`src/rtl/hazard_stall_ctrl.sv`:
```
`default_nettype none
// ============================================================================
//  Module      : hazard_stall_ctrl
//  Description : Pipeline hazard/stall controller: load-use bubbles, branch
//                flushes, cache-miss freeze with watchdog, stall counter.
//  Revision    : 1.0 - initial release
// ============================================================================
module hazard_stall_ctrl #(
    parameter int TIMEOUT = 255,
    parameter int CNTW    = 16
) (
    input  logic            clk,
    input  logic            rst,
    input  logic [15:0]     ID_Instr,
    input  logic            ID_useRs,
    input  logic            ID_useRt,
    input  logic            IE_memRead,
    input  logic            IE_regWrite,
    input  logic [2:0]      IE_writereg,
    input  logic            IE_branchTaken,
    input  logic            M_memBusy,
    input  logic            M_memDone,
    output logic            PC_write,
    output logic            IFID_write,
    output logic            IDEX_bubble,
    output logic            IFID_flush,
    output logic            pipe_hold,
    output logic            mem_timeout,
    output logic [CNTW-1:0] stall_cycles
);

    localparam int                c_WAITW    = (TIMEOUT < 1) ? 1 : $clog2(TIMEOUT + 1);
    localparam logic [c_WAITW-1:0] c_WAIT_MAX = c_WAITW'(TIMEOUT);
    localparam logic [0:0]        c_RUN      = 1'b0;
    localparam logic [0:0]        c_MEM_WAIT = 1'b1;

    logic [0:0]         r_state;
    logic [0:0]         w_state_nxt;
    logic [c_WAITW-1:0] r_wait_cnt;
    logic [c_WAITW-1:0] w_wait_nxt;
    logic               r_mem_timeout;
    logic [CNTW-1:0]    r_stall_cycles;
    logic               w_lu_hazard;
    logic               w_unused_instr;

    // Only the register-specifier fields of the instruction matter here.
    assign w_unused_instr = ^{ID_Instr[15:11], ID_Instr[4:0]};

    assign w_lu_hazard = IE_memRead & IE_regWrite &
                         ((ID_useRs & (IE_writereg == ID_Instr[10:8])) |
                          (ID_useRt & (IE_writereg == ID_Instr[7:5])));

    always_comb begin
        w_state_nxt = r_state;
        PC_write    = 1'b1;
        IFID_write  = 1'b1;
        IDEX_bubble = 1'b0;
        IFID_flush  = 1'b0;
        pipe_hold   = 1'b0;
        if (rst) begin
            PC_write    = 1'b0;
            IFID_write  = 1'b0;
            IDEX_bubble = 1'b1;
            IFID_flush  = 1'b1;
        end else begin
            case (r_state)
                c_RUN: begin
                    if (M_memBusy) begin
                        PC_write    = 1'b0;
                        IFID_write  = 1'b0;
                        pipe_hold   = 1'b1;
                        w_state_nxt = c_MEM_WAIT;
                    end else if (IE_branchTaken) begin
                        IFID_flush  = 1'b1;
                        IDEX_bubble = 1'b1;
                    end else if (w_lu_hazard) begin
                        PC_write    = 1'b0;
                        IFID_write  = 1'b0;
                        IDEX_bubble = 1'b1;
                    end
                end
                default: begin
                    // Frozen until the cache reports completion; done wins over busy.
                    PC_write   = 1'b0;
                    IFID_write = 1'b0;
                    pipe_hold  = 1'b1;
                    if (M_memDone) begin
                        w_state_nxt = c_RUN;
                    end
                end
            endcase
        end
    end

    always_comb begin
        w_wait_nxt = r_wait_cnt;
        if (r_state == c_RUN) begin
            if (w_state_nxt == c_MEM_WAIT) begin
                w_wait_nxt = '0;
            end
        end else if (r_wait_cnt != c_WAIT_MAX) begin
            w_wait_nxt = r_wait_cnt + 1'b1;
        end
    end

    always_ff @(posedge clk or posedge rst) begin
        if (rst) begin
            r_state        <= c_RUN;
            r_wait_cnt     <= '0;
            r_mem_timeout  <= 1'b0;
            r_stall_cycles <= '0;
        end else begin
            r_state    <= w_state_nxt;
            r_wait_cnt <= w_wait_nxt;
            if ((r_state == c_MEM_WAIT) && (w_wait_nxt == c_WAIT_MAX)) begin
                r_mem_timeout <= 1'b1;
            end
            if (!PC_write && (r_stall_cycles != {CNTW{1'b1}})) begin
                r_stall_cycles <= r_stall_cycles + 1'b1;
            end
        end
    end

    assign mem_timeout  = r_mem_timeout;
    assign stall_cycles = r_stall_cycles;

endmodule
`default_nettype wire

```
`config.mk`:
```
export PLATFORM = sky130hd
export DESIGN_NAME = hazard_stall_ctrl
export DESIGN_NICKNAME = d
export VERILOG_FILES = /design/src/rtl/hazard_stall_ctrl.sv
export SDC_FILE = /design/constraint.sdc
export NUM_CORES = 1
export LEC_CHECK = 0
export ABC_AREA = 0
export ABC_CLOCK_PERIOD_IN_PS = 1600
export CAP_MARGIN = 10
export CORE_MARGIN = 5
export CORE_UTILIZATION = 41
export CTS_CLUSTER_DIAMETER = 60
export DETAILED_ROUTE_END_ITERATION = 10
export GPL_ROUTABILITY_DRIVEN = 0
export PLACE_DENSITY = 0.79
export SYNTH_ARGS = -nofsm -noshare
export SYNTH_HDL_FRONTEND = slang
export SYNTH_SLANG_ARGS = --single-unit
```
`constraint.sdc`:
```
create_clock -name clk -period 1.6 [get_ports clk]
set_input_delay 0.32 -clock clk [delete_from_list [all_inputs] [get_ports clk]]
set_output_delay 0.32 -clock clk [all_outputs]
set_load 0.03 [all_outputs]
```
* Word level (Yosys, flattened, before mapping) *
Index checks and enable logic that the tools add are counted.

storage, ports and cells
  bits in registers = 26
  input bits = 28
  output and inout port bits = 22
  logic and storage cells = 42

operators by class
  $add $sub $neg = 2
  equality and inequality tests = 5
  multiplexer cells = 23
  bitwise logic cells = 5
  reductions and logical operators = 3

operator list
  cell                   count
  $mux 8                 3
  $mux 1                 20
  $add 16x1->16 const B  1
  $ne 16x16->1 const B   1
  $add 8x1->8 const B    1
  $eq 8x8->1 const B     1
  $ne 8x8->1 const B     1
  $eq 3x3->1             2
  $and 1x1->1            4
  $logic_and 1x1->1      2
  $logic_not 1->1        1
  $or 1x1->1             1

* Depth between registers and ports, before layout *
  depth in word-level cells = 11
  mapped depth = 8
  mapped depth without buffers = 7

* Worst setup path after synthesis *
OpenSTA, ideal clock, no wires.

  kind = input -> output
  start = input rst
  end = output IDEX_bubble
  arrival time = 1.770 ns
  slack = -0.490 ns
  stages = 3
  path buffers = 0
  cells stage by stage = inv_1 nand2_1 a41o_1

on the way
  word-level cells in the longest chain between the ends = 1

RTL lines
  element      line  text
  from (decl)  13    input logic rst,
  $mux 1       60    if (rst) begin
  to (decl)    25    output logic IDEX_bubble,

Every way passes these cells.

* Final worst setup path *
  start = register r_stall_cycles[0] (netlist: stall_cycles[0])
  end = register r_stall_cycles[1] (netlist: stall_cycles[1])

on the way
  word-level cells in the longest chain between the ends = 2

RTL lines
  element                                                                line  text
  from (decl)                                                            42    logic [CNTW-1:0] r_stall_cycles;
  from (signal assigned)                                                 119   r_stall_cycles <= r_stall_cycles + 1'b1;
  parallel branches: the longest is 2 deep, another holds $add 16x1->16  --

Parallel ways; which one is timed is not known.
A chain may end at the register's enable or synchronous reset.

==> metrics.txt <==
initial antenna violation count=0; global-route usage over all layers=16.96%; Final Routed Wirelength=4.383 mm; global-route wire length before repair=6.879 mm; Synth Register Bits=26; crit path max-delay cell type=dfrtp_2; startpoint class of the critical path=register; Netlist cell types=38; DR iter-0 viols=45; Least-Margin Pin Slew=0.3809 ns; die footprint=4912 um2; CP required=1.83 ns; vias per std cell=5.567; Max VDD drop=832.9 uV; DR vias=1,453; final count of hold timing violations=0; status=complete, but fails checks; worst-path maximum fanout=5; CTS Sinks=26; LEAKAGE=1.032 nW; P per Cell Area=1198 nW/um2; Nets=246; TritonCTS clock tree=built; EDFF count, synth=0; failing checks=negative setup slack; CTS Root Cell=clkbuf_4; hold slack=0.04265 ns; clock-pin slew on the worst setup and hold paths=0.16 ns; crit path time final=1.665 ns; Crit Path Category=reg2reg; commonest non-fill, non-tap cell in the layout=buf_4; area leader, netlist=dfrtp_1; Mapped Nets=175; vias in the first global route=1,464; Final setup viols=8; worst-case clock buffer depth=2; Pre-Repair DR Iteration Count=5; critical path endpoint category=register; Synth top area share=43.96%; post-layout util=65.97%; die span in y=70.09 um; core area=3416 um2; sum of buffers and inverters on the critical path=0; synth warn=0; slowest cell delay on critical path=0.46 ns; Worst slew margin=74.27%; Syn Area/Cell=10.21 um2; htree depth=1; Clock Skew=0.009873 ns; hold_buf cts=0; CP Cell Sequence=ha_4 > and3_4 > nand4_1 > a21boi_4 > mux2_4; final antenna-violating net count=0; Crit path arrival time=1.89 ns; Area Growth Syn to Fin=52.24%; Ports=50; Syn Inst Count=145; drt wl/cell=16.79 um; largest net degree at the start of global routing=20; CTS Buf Count=3; leading cell types in the layout, fill and taps excluded=30 x buf_4, 21 x dfrtp_1, 18 x dlygate4sd2_1; Max Fclk=600.5 MHz; Syn Std Cell Area=1480 um2; HP Class=in2async; final period utilization=104.1%; Setup WS pre-CTS=-0.5990 ns; Antenna diodes=0; total grt overflow=0; final worst slack=-0.06521 ns; initial core utilization=43.33%; Crit path max-delay family=flip-flops; Max Cap Violations=0; setup TNS=-0.2551 ns; dpl hpwl=3.020 mm; r2r worst-path depth=5; unrepaired setup endpoints after global routing=true; fill count=268; PortBufs=39; worst skew pair latency=0.33 ns; fraction of registers with async set/reset=100.0%; Die X=70.09 um; largest cells by area after synthesis=dfrtp_1 44%, xnor2_1 11%, nand3_1 3.4%, and3_1 3.0%, nand4_1 3.0%; most common flop cell mapped by yosys=dfrtp_1; share of layout cells above drive strength 1=38.14%; register area share after synthesis=43.96%; count of final max-slew check failures=0; row count=21; Worst path depth=5; drt drc=0
## flip-flops by register name, indices dropped and copies added (netlist names)
signal and cells:
mem_timeout 1, stall_cycles 16, r_state 1, r_wait_cnt 8
## power breakdown
group	switching (W)	leakage, nW	internal, W
Sequential	0.000180	0.332	0.000809
Clock	0.000210	0.0279	0.000253
Combinational	0.000662	0.672	0.000584
## stage by stage
| stage | cell area (um2) | power, W | cells |
|---|---|---|---|
| floorplan | 1509 | 0.001616 | 145 |
| global placement | 2107 | 0.002113 | 250 |
| detailed placement | 2107 | 0.002171 | 250 |
| CTS | 2196 | 0.002609 | 258 |
| global route | 2253 | 0.002844 | 261 |
| finish | 2253 | 0.002699 | 261 |
## layout make-up
type	instances	area, um2	share of cell area (%)
multi-input combinational	109	892.1	39.59
clock inverter	1	30.03	1.333
inverter	6	26.28	1.166
tap	46	57.56	2.554
timing repair buffer	70	568.0	25.21
clock buffer	3	22.52	0.9994
sequential	26	656.9	29.15
## cell usage after synthesis (2+ instances only)
cell / count
a21oi_1: 8
a311oi_1: 2
a31oi_1: 3
a41o_1: 2
and3_1: 7
and4_1: 3
and4_4: 2
clkbuf_1: 3
dfrtp_1: 26
ha_1: 2
inv_1: 6
mux2i_1: 2
nand2_1: 10
nand3_1: 10
nand4_1: 7
nor2_1: 6
o211ai_1: 3
o21ai_0: 3
o31ai_1: 3
xnor2_1: 19
## metal layers
metal	vias to the layer above	wire length, um	GRT usage [%]
met2	57	2211	28.44
met5	-	0	0
li1	679	-	-
met4	0	104	6.383
met1	703	1855	21.08
met3	14	211	4.017
## repair_timing
item | CTS | global route
cloned | 1 | 0
pin swaps | 18 | 6
endpoints found under the setup margin | 40 | 23
gates resized for setup | 77 | 16
endpoints found under the hold margin | 0 | 0
buffers inserted | 3 | 3
## worst register-to-register path, stage by stage, from the launching register on
cell,delay [ns]
dfrtp_2,0.46
ha_4,0.17
and3_4,0.14
nand4_1,0.14
a21boi_4,0.32
mux2_4,0.33
## worst paths after layout
path | startpoint | to | slack [ns]
worst max-delay path | stall_cycles[0]$_DFFE_PP0P_ | stall_cycles[1]$_DFFE_PP0P_ | -0.07
max in group asynchronous | rst | stall_cycles[1]$_DFFE_PP0P_ | 1.11
min in group clk | mem_timeout$_DFFE_PP0P_ | mem_timeout$_DFFE_PP0P_ | 0.48
worst max register to register | stall_cycles[0]$_DFFE_PP0P_ | stall_cycles[1]$_DFFE_PP0P_ | -0.07
worst min-delay path | rst | r_state$_DFF_PP0_ | 0.04
worst min register to register | mem_timeout$_DFFE_PP0P_ | mem_timeout$_DFFE_PP0P_ | 0.48
## logic make-up (layout without fill, tap and decap cells)
kind of cell | Yosys count | in the layout | share of synthesized area, %
adder cells (fa/ha/maj) | 2 | 2 | 1.690
buffers and inverters | 11 | 80 | 3.127
multiplexers | 3 | 3 | 2.113
flip-flops | 26 | 26 | 43.96
XOR/XNOR | 20 | 20 | 11.83
AND/OR/NAND/NOR | 51 | 51 | 20.20
AO/OA/AOI/OAI | 32 | 33 | 17.08
Note: power is estimated with default switching activity, not from simulation.
